## config.mk

```make
export PLATFORM = sky130hd
export DESIGN_NAME = range_stream_tx_flat
export DESIGN_NICKNAME = d
export VERILOG_FILES = /design/src/rtl/range_pkg.sv /design/src/rtl/range_stream_tx_if.sv /design/src/rtl/range_sample_buf.sv /design/src/rtl/range_stream_tx.sv /design/src/flat_wrapper.sv
export SDC_FILE = /design/constraint.sdc
export NUM_CORES = 1
export LEC_CHECK = 0
export CORE_MARGIN = 2
export CORE_UTILIZATION = 55
export CTS_CLUSTER_DIAMETER = 50
export DETAILED_ROUTE_END_ITERATION = 7
export PLACE_DENSITY = 0.8
export SLEW_MARGIN = 20
export SYNTH_ARGS = -nofsm -noshare
export SYNTH_HDL_FRONTEND = slang
export SYNTH_SLANG_ARGS = --single-unit
```

## constraint.sdc

```tcl
create_clock -name clock -period 2.4 [get_ports clock]
set_input_delay 0.36 -clock clock [delete_from_list [all_inputs] [get_ports clock]]
set_output_delay 0.36 -clock clock [all_outputs]
set_load 0.05 [all_outputs]
```

## src/rtl/range_pkg.sv

```systemverilog
// range_pkg: shared sample width, sample type and transmitter state encoding
package range_pkg;
  localparam int RANGE_DATA_W = 10;
  typedef logic [RANGE_DATA_W-1:0] range_sample_t;
  typedef enum logic [1:0] {IDLE, SEND, DONE} tx_state_t;
endpackage

```

## src/rtl/range_stream_tx_if.sv

```systemverilog
// range_stream_tx_if: host write port plus range-finder burst outputs
interface range_stream_tx_if import range_pkg::*; #(
  parameter int DEPTH  = 8,
  parameter int DATA_W = RANGE_DATA_W
);
  localparam int CW = $clog2(DEPTH + 1);
  logic [DATA_W-1:0] wr_data;
  logic              wr_en;
  logic              wr_ready;
  logic              start;
  logic              start_err;
  logic              busy;
  logic              done;
  logic [CW-1:0]     count;
  logic [DATA_W-1:0] data_out;
  logic              go;
  logic              finish;
  modport master (
    output wr_data, wr_en, start,
    input  wr_ready, start_err, busy, done, count, data_out, go, finish
  );
  modport slave (
    input  wr_data, wr_en, start,
    output wr_ready, start_err, busy, done, count, data_out, go, finish
  );
endinterface

```

## src/rtl/range_sample_buf.sv

```systemverilog
// range_sample_buf: sample register file, one write port, one combinational read port, sync clear
module range_sample_buf #(
  parameter int DEPTH  = 8,
  parameter int DATA_W = 10,
  parameter int IW     = 4
) (
  input  logic              clock,
  input  logic              clr,
  input  logic              we,
  input  logic [IW-1:0]     wr_idx,
  input  logic [DATA_W-1:0] wr_data,
  input  logic [IW-1:0]     rd_idx,
  output logic [DATA_W-1:0] rd_data
);
  localparam int AW = $clog2(DEPTH);
  logic [DATA_W-1:0] mem [DEPTH];
  always_ff @(posedge clock) begin
    if (clr) mem <= '{default: '0};
    else if (we) mem[wr_idx[AW-1:0]] <= wr_data;
  end
  // the pointer runs one past the last sample on the final SEND cycle
  assign rd_data = rd_idx < IW'(DEPTH) ? mem[rd_idx[AW-1:0]] : '0;
endmodule

```

## src/rtl/range_stream_tx.sv

```systemverilog
// range_stream_tx: buffers host samples and replays them as one go/finish-framed burst
module range_stream_tx import range_pkg::*; #(
  parameter int DEPTH  = 8,
  parameter int DATA_W = RANGE_DATA_W
) (
  input logic clock,
  input logic reset,
  range_stream_tx_if.slave bus
);
  localparam int CW = $clog2(DEPTH + 1);
  tx_state_t         state, nxt_state;
  logic [CW-1:0]     count, rd_ptr, cnt_nxt, nxt_ptr;
  logic [DATA_W-1:0] rd_data;
  logic              wr_acc, ok_start, last;
  assign bus.wr_ready = state == IDLE && count < CW'(DEPTH);
  assign bus.busy     = state != IDLE;
  assign bus.done     = state == DONE;
  assign bus.count    = count;
  always_comb begin
    wr_acc    = bus.wr_en && bus.wr_ready;
    cnt_nxt   = count + CW'(wr_acc);
    ok_start  = state == IDLE && bus.start && cnt_nxt >= CW'(2);
    last      = rd_ptr == count - CW'(1);
    nxt_state = state == IDLE ? (ok_start ? SEND : IDLE) :
                state == SEND ? (last ? DONE : SEND) : IDLE;
    nxt_ptr   = state == SEND ? rd_ptr + CW'(1) : '0;
  end
  // read at the next pointer so the presented sample lands in a register
  range_sample_buf #(.DEPTH(DEPTH), .DATA_W(DATA_W), .IW(CW)) u_buf (
    .clock   (clock),
    .clr     (reset || state == DONE),
    .we      (wr_acc),
    .wr_idx  (count),
    .wr_data (bus.wr_data),
    .rd_idx  (nxt_ptr),
    .rd_data (rd_data)
  );
  always_ff @(posedge clock) begin
    if (reset) begin
      state         <= IDLE;
      count         <= '0;
      rd_ptr        <= '0;
      bus.data_out  <= '0;
      bus.go        <= 1'b0;
      bus.finish    <= 1'b0;
      bus.start_err <= 1'b0;
    end else begin
      state         <= nxt_state;
      count         <= state == DONE ? '0 : cnt_nxt;
      rd_ptr        <= nxt_ptr;
      bus.data_out  <= nxt_state == SEND ? rd_data : '0;
      bus.go        <= nxt_state == SEND && nxt_ptr == '0;
      bus.finish    <= nxt_state == SEND && nxt_ptr == cnt_nxt - CW'(1);
      bus.start_err <= state == IDLE && bus.start && !ok_start;
    end
  end
endmodule

```

## src/flat_wrapper.sv

```systemverilog
// flat-port wrapper written by rule: the top's interface ports become plain ports
module range_stream_tx_flat import range_pkg::*;
#(
  parameter int DEPTH  = 8,
  parameter int DATA_W = RANGE_DATA_W
)
  (clock, reset, bus_wr_data, bus_wr_en, bus_start, bus_wr_ready, bus_start_err, bus_busy, bus_done, bus_count, bus_data_out, bus_go, bus_finish);
  range_stream_tx_if #(.DEPTH(DEPTH), .DATA_W(DATA_W)) bus_i ();
  input logic clock;
  input logic reset;
  input wire logic [$bits(bus_i.wr_data)-1:0] bus_wr_data;
  input wire logic [$bits(bus_i.wr_en)-1:0] bus_wr_en;
  input wire logic [$bits(bus_i.start)-1:0] bus_start;
  output wire logic [$bits(bus_i.wr_ready)-1:0] bus_wr_ready;
  output wire logic [$bits(bus_i.start_err)-1:0] bus_start_err;
  output wire logic [$bits(bus_i.busy)-1:0] bus_busy;
  output wire logic [$bits(bus_i.done)-1:0] bus_done;
  output wire logic [$bits(bus_i.count)-1:0] bus_count;
  output wire logic [$bits(bus_i.data_out)-1:0] bus_data_out;
  output wire logic [$bits(bus_i.go)-1:0] bus_go;
  output wire logic [$bits(bus_i.finish)-1:0] bus_finish;
  assign bus_i.wr_data = bus_wr_data;
  assign bus_i.wr_en = bus_wr_en;
  assign bus_i.start = bus_start;
  assign bus_wr_ready = bus_i.wr_ready;
  assign bus_start_err = bus_i.start_err;
  assign bus_busy = bus_i.busy;
  assign bus_done = bus_i.done;
  assign bus_count = bus_i.count;
  assign bus_data_out = bus_i.data_out;
  assign bus_go = bus_i.go;
  assign bus_finish = bus_i.finish;
  range_stream_tx #(.DEPTH(DEPTH), .DATA_W(DATA_W)) u_core (.clock(clock), .reset(reset), .bus(bus_i));
endmodule
```

==> reports/results.ini, run 1 <==
[clock_tree]
cts_buffers=9
cts.sinks=103
cts_root_buf=clkbuf_8
htree_levels=3
cts_resized=0
cts_setup_buffers=0
cts_tree=done
worst_skew_pair.late_latency_ps=360
clockBufferDepth=2
clkTransAtPathRegs_ps=100
cts_hold_buf=0

[drt]
vias=3351
wirelength_mm=10.4
wl_per_cell_um=17.7
drt_iter0_markers=183
via_per_inst=5.71
detail-route-antenna-nets=0
dr.pass1.iters=4
drc=0

[critical_path]
reg2reg_to=u_core.bus.finish
cp-startpoint=u_core.state[0]
reg2reg_depth=9
critPathCapture=u_core.bus.finish
crit_type=reg -> reg
endpoint_kind=flip-flop
crit_path_start_kind=flip-flop
cp.required_ps=2660
r2r_setup_slack_ps=170
reg2reg_from=u_core.state[0]
cp_data_arrival_time_ps=2490
crit_fanout=5

[grt]
antenna_found_initial=0
grt_usage_pct=25.2
grt_pass1_vias=3397
grt_max_degree=85
grt_overflow=0
grt_pass1_wl_mm=16.9

[yosys]
synth_top_area_share_pct=46.2
yosysTopAreaCell=dfxtp_1
synth_area_leaders=dfxtp_1 (46%), mux2i_1 (22%), nor2_1 (8.3%), a211oi_1 (3.4%), clkbuf_1 (2.0%)
syn_area_per_cell_um2=9.84
synth.distinct_cells=38
ys_seq_elements=103
synth_cells=453
synthArstFlopShare_pct=0
synth-seq-area-share_pct=46.2
synth.cell_area_um2=4460
synth_ff_type=dfxtp_1
ys_warn_count=0
syn-num-nets=473
synth_enable_flop_cells=0

[layout]
final_nets=500
layout-drive-gt1-share_pct=11.5
seq_area_um2=2070
mostFrequentLayoutCells=dfxtp_1 (102), mux2i_1 (100), nor2_1 (99)
layout_commonest_cell=dfxtp_1
fin_util_pct=66.8
multi_input_area_um2=2270
diodes=0
fillers=631
fin_cells=587
area_growth_pct=16.9

[floorplan]
num_rows=32
start_util_pct=57.1
die_h_um=94.0
pin_count=34
core-area_um2=7810
dieArea_um2=8840
die_w_um=94.0

[sta]
finalClockSkew_ps=7.61
slew_headroom_pct=40.9
finalMaxSlewViolations=0
fmax_ghz=0.448
rsz0062_at_grt=false
setup_viol=0
tns_ps=0
worstMarginPinSlew_ps=887
min_period_over_period_pct=92.9
worst_hold_slack_ps=502
finalHoldViolCount=0
fin_crit_ps=2230

[worst_hold_path]
hp-class=reg -> reg

[outcome]
outcome=completed

[placed_design]
dp_hpwl_mm=6.75
gp_congestion=0.908
port_buffers=33
place_inst=571

[power_and_ir_drop]
power_frac_clock_pct=28.2
pwr-share-comb_pct=24.9
switching_share_pct=30.8
p_sw_mw=1.20
powerDensity_nw_per_um2=747
seq_power_share_pct=46.9
vdd_ir_drop_max_mv=0.523
leakage_nw=2.08
p_int_mw=2.69

[flow_run]
cap_violations=0

-- cell type report --
class	count	area share (%)
Inverter	6	0.432
Clock inverter	5	1.06
Clock buffer	11	2.71
Tap cell	102	2.45
Sequential cell	103	39.6
Multi-Input combinational cell	304	43.6
Timing Repair Buffer	56	10.1
-- synthesized netlist by cell type, types with 2 or more instances --
master	count
a211oi_1	20
nand3_1	5
inv_1	6
nor2_1	99
buf_1	4
mux2i_1	100
o2bb2ai_1	10
nor3_2	2
clkbuf_1	24
nand2b_1	2
nor3_1	10
xnor2_1	9
xor2_1	4
a221oi_1	10
buf_4	3
nand2_1	4
nor2b_1	3
dfxtp_1	103
buf_2	9
nor4_1	3
ha_1	6
-- power groups by stage --
stage	combinational [mW]	clock (mW)	sequential (mW)
final	0.969	1.10	1.83
after floorplan	0.612	0	1.94
after detailed placement	0.962	0	1.87
after global placement	0.944	0	1.86
after global routing	1.04	1.18	1.83
after CTS	0.966	1.11	1.83
-- kinds of logic after synthesis --
| group | count (synthesis) | share of synthesized area (%) |
|---|---|---|
| AO/OA/AOI/OAI | 47 | 8.75 |
| XOR/XNOR | 14 | 3.09 |
| buffers and inverters | 46 | 4.38 |
| adder cells (fa/ha/maj) | 6 | 1.68 |
| multiplexers | 100 | 22.4 |
| flip-flops | 103 | 46.2 |
| AND/OR/NAND/NOR | 137 | 13.4 |
-- flip-flops by register name (all words and copies together) (netlist names) --
name,flops
u_core.bus.start_err,1
u_core.state,2
u_core.bus.count,4
u_core.bus.go,1
u_core.bus.data_out,10
u_core.bus.finish,1
u_core.u_buf.mem,80
u_core.rd_ptr,4
-- metrics by stage --
step	power (mW)	setup slack (ps)	cell area, um2
detailed placement	2.83	-7.20	5020
floorplan	2.55	4.36	4510
CTS	3.91	186	5210
global route	4.06	55.3	5210
global placement	2.81	49.4	5020
finish	3.89	169	5210
-- per-layer routing --
metal / routed length (um) / GRT usage, % / up-vias
met1: 4510 / 30.4 / 1625
met3: 359 / 4.17 / 22
met4: 338 / 11.8 / 0
li1: - / - / 1627
met5: 0 / 0 / -
met2: 5160 / 43.6 / 77
-- worst min-delay path by stage --
stage	startpoint	to	cells after the start
floorplan	reset	u_core.rd_ptr[3]	1
global placement	u_core.u_buf.mem[57]	u_core.u_buf.mem[57]	2
detailed placement	u_core.u_buf.mem[53]	u_core.u_buf.mem[53]	2
CTS	u_core.u_buf.mem[34]	u_core.u_buf.mem[34]	2
global route	u_core.u_buf.mem[51]	u_core.u_buf.mem[51]	2
finish	u_core.u_buf.mem[53]	u_core.u_buf.mem[53]	2
-- worst max-delay path, stage by stage, from the launching register on --
cell,delay (ps)
dfxtp_1,360
nor3_4,250
and2_1,170
ha_2,200
ha_4,220
ha_4,220
nor4_1,160
a31oi_1,70
o32a_1,180
nor4_1,300
No activity file was read; power rests on OpenSTA's default activity.
==> inputs of run 2 (changes only) <==
--- a/config.mk
+++ b/config.mk
@@ -9,6 +9,7 @@
 export CORE_UTILIZATION = 55
 export CTS_CLUSTER_DIAMETER = 50
 export DETAILED_ROUTE_END_ITERATION = 7
+export MAX_ROUTING_LAYER = met4
 export PLACE_DENSITY = 0.8
 export SLEW_MARGIN = 20
 export SYNTH_ARGS = -nofsm -noshare
==> reports/results.ini, run 2 (synthesis results as in run 1) <==
[critical_path]
crit_type=reg -> out
cp.required_ps=2040  ; -620 ps
crit_fanout=5  ; unchanged
crit_path_start_kind=flip-flop
r2r_setup_slack_ps=210  ; +40 ps
cp_data_arrival_time_ps=1890  ; -600 ps
endpoint_kind=output port

[layout]
reg_top3=u_core.u_buf.mem: 80 flops, u_core.bus.data_out: 10 flops
fillers=646  ; +2.4%
layout-drive-gt1-share_pct=11.0  ; -0.57 points
mostFrequentLayoutCells=dfxtp_1 (102), mux2i_1 (100), nor2_1 (99)
regMostFlops=u_core.u_buf.mem
fin_util_pct=66.3  ; -0.51 points
largest_register_ffs=80  ; unchanged
final_nets=499  ; -0.20%
area_growth_pct=16.0
diodes=0  ; unchanged
layout_commonest_cell=dfxtp_1
fin_area_um2=5170  ; -0.77%

[grt]
antenna_found_initial=0  ; unchanged
grt_max_degree=85  ; unchanged
grt_overflow=0  ; unchanged
grt_pass1_wl_mm=16.4  ; -3.2%
grt_usage_pct=24.9  ; -0.26 points
grt_pass1_vias=3242  ; -4.6%

[drt]
vias=3315  ; -1.1%
detail-route-antenna-nets=0  ; unchanged
wirelength_mm=10.1  ; -2.7%
drc=0  ; unchanged
dr.pass1.iters=4  ; unchanged
wl_per_cell_um=17.2  ; -2.4%
via_per_inst=5.67  ; -0.74%
drt_iter0_markers=226  ; +23%

[floorplan]
die_h_um=94.0  ; unchanged
dieArea_um2=8840  ; unchanged
num_rows=32  ; unchanged
die_w_um=94.0  ; unchanged
core-area_um2=7810  ; unchanged
start_util_pct=57.1  ; unchanged
pin_count=34  ; unchanged

[sta]
rsz0062_at_grt=false
fmax_ghz=0.445  ; -0.80%
fin_crit_ps=2250  ; +18.1 ps
finalHoldViolCount=0  ; unchanged
slew_headroom_pct=51.2  ; +10 points
tns_ps=0  ; unchanged
worst_hold_slack_ps=498  ; -4.52 ps
setup_viol=0  ; unchanged
finalMaxSlewViolations=0  ; unchanged
min_period_over_period_pct=93.7  ; +0.75 points
finalClockSkew_ps=8.12  ; +0.508 ps
worstMarginPinSlew_ps=732  ; -155 ps

[clock_tree]
cts_buffers=9  ; unchanged
cts_hold_buf=0  ; unchanged
cts_root_buf=clkbuf_8
worst_skew_pair.late_latency_ps=360  ; about the same
cts_setup_buffers=0  ; unchanged
clkTransAtPathRegs_ps=90  ; about the same
cts.sinks=103  ; unchanged
cts_resized=0  ; unchanged
cts_tree=done
htree_levels=3  ; unchanged
clockBufferDepth=2  ; unchanged

[placed_design]
port_buffers=33  ; unchanged
dp_hpwl_mm=6.56  ; -2.8%
gp_congestion=0.828  ; -8.7%
postPlaceCellArea_um2=5010  ; -0.15%

[flow_run]
cap_violations=0  ; unchanged

[power_and_ir_drop]
leakage_nw=2.05  ; -1.4%
powerDensity_nw_per_um2=724  ; -3.1%
power_mw=3.74  ; -3.8%
vdd_ir_drop_max_mv=0.369  ; -29%

[outcome]
outcome=completed

[worst_hold_path]
hp-class=reg -> reg

[run 2: cell types whose count changed in the layout (fill, tap and decap cells not counted), sizes merged]
| cell | delta |
|---|---|
| buf | -1 |
| bufinv | -1 |
| clkbuf | +1 |
| clkinv | -1 |
| clkinvlp | +1 |
| inv | -1 |
[run 2: final cells by class]
cell class / count / area, um2 / share of cell area, %
sequential: 103 / 2070 / 39.9
inverter: 6 / 22.5 / 0.435
clock buffer: 12 / 145 / 2.81
multi-input combinational: 304 / 2270 / 43.9
tap: 102 / 128 / 2.47
clock inverter: 3 / 18.8 / 0.363
timing repair buffer: 55 / 520 / 10.1
[run 2: per-layer routing]
layer | track usage (%) | share of wire [%]
met4 | 9.18 | 2.0
met1 | 29.9 | 43
met2 | 42.6 | 52
met3 | 3.85 | 3.0
met5 | - | 0
[run 2: path summary, 6_finish.rpt]
| path | startpoint | end | cells after the start |
|---|---|---|---|
| hold reg to reg | u_core.u_buf.mem[55] | u_core.u_buf.mem[55] | 2 |
| setup / recovery | u_core.state[0] | bus_wr_ready | 3 |
| hold / removal | u_core.u_buf.mem[55] | u_core.u_buf.mem[55] | 2 |
| setup reg to reg | u_core.state[0] | u_core.bus.data_out[1] | 9 |
[run 2: per-stage QoR]
step / setup slack (ps) / std cells
global route: 21.6 / 585
CTS: 156 / 585
floorplan: 4.36 / 453
global placement: 26.7 / 570
finish: 151 / 585
detailed placement: -42.2 / 570
[run 2: critical path: stages (launching register included)]
cell and delay, ps:
dfxtp_1 370, nor3_4 220, buf_4 150, clkdlybuf4s50_1 790
[run 2: where the power goes]
group | internal (mW) | total (mW) | switching, mW
sequential | 1.78 | 1.83 | 0.0429
combinational | 0.388 | 0.956 | 0.568
clock | 0.400 | 0.960 | 0.559
total | 2.57 | 3.74 | 1.17
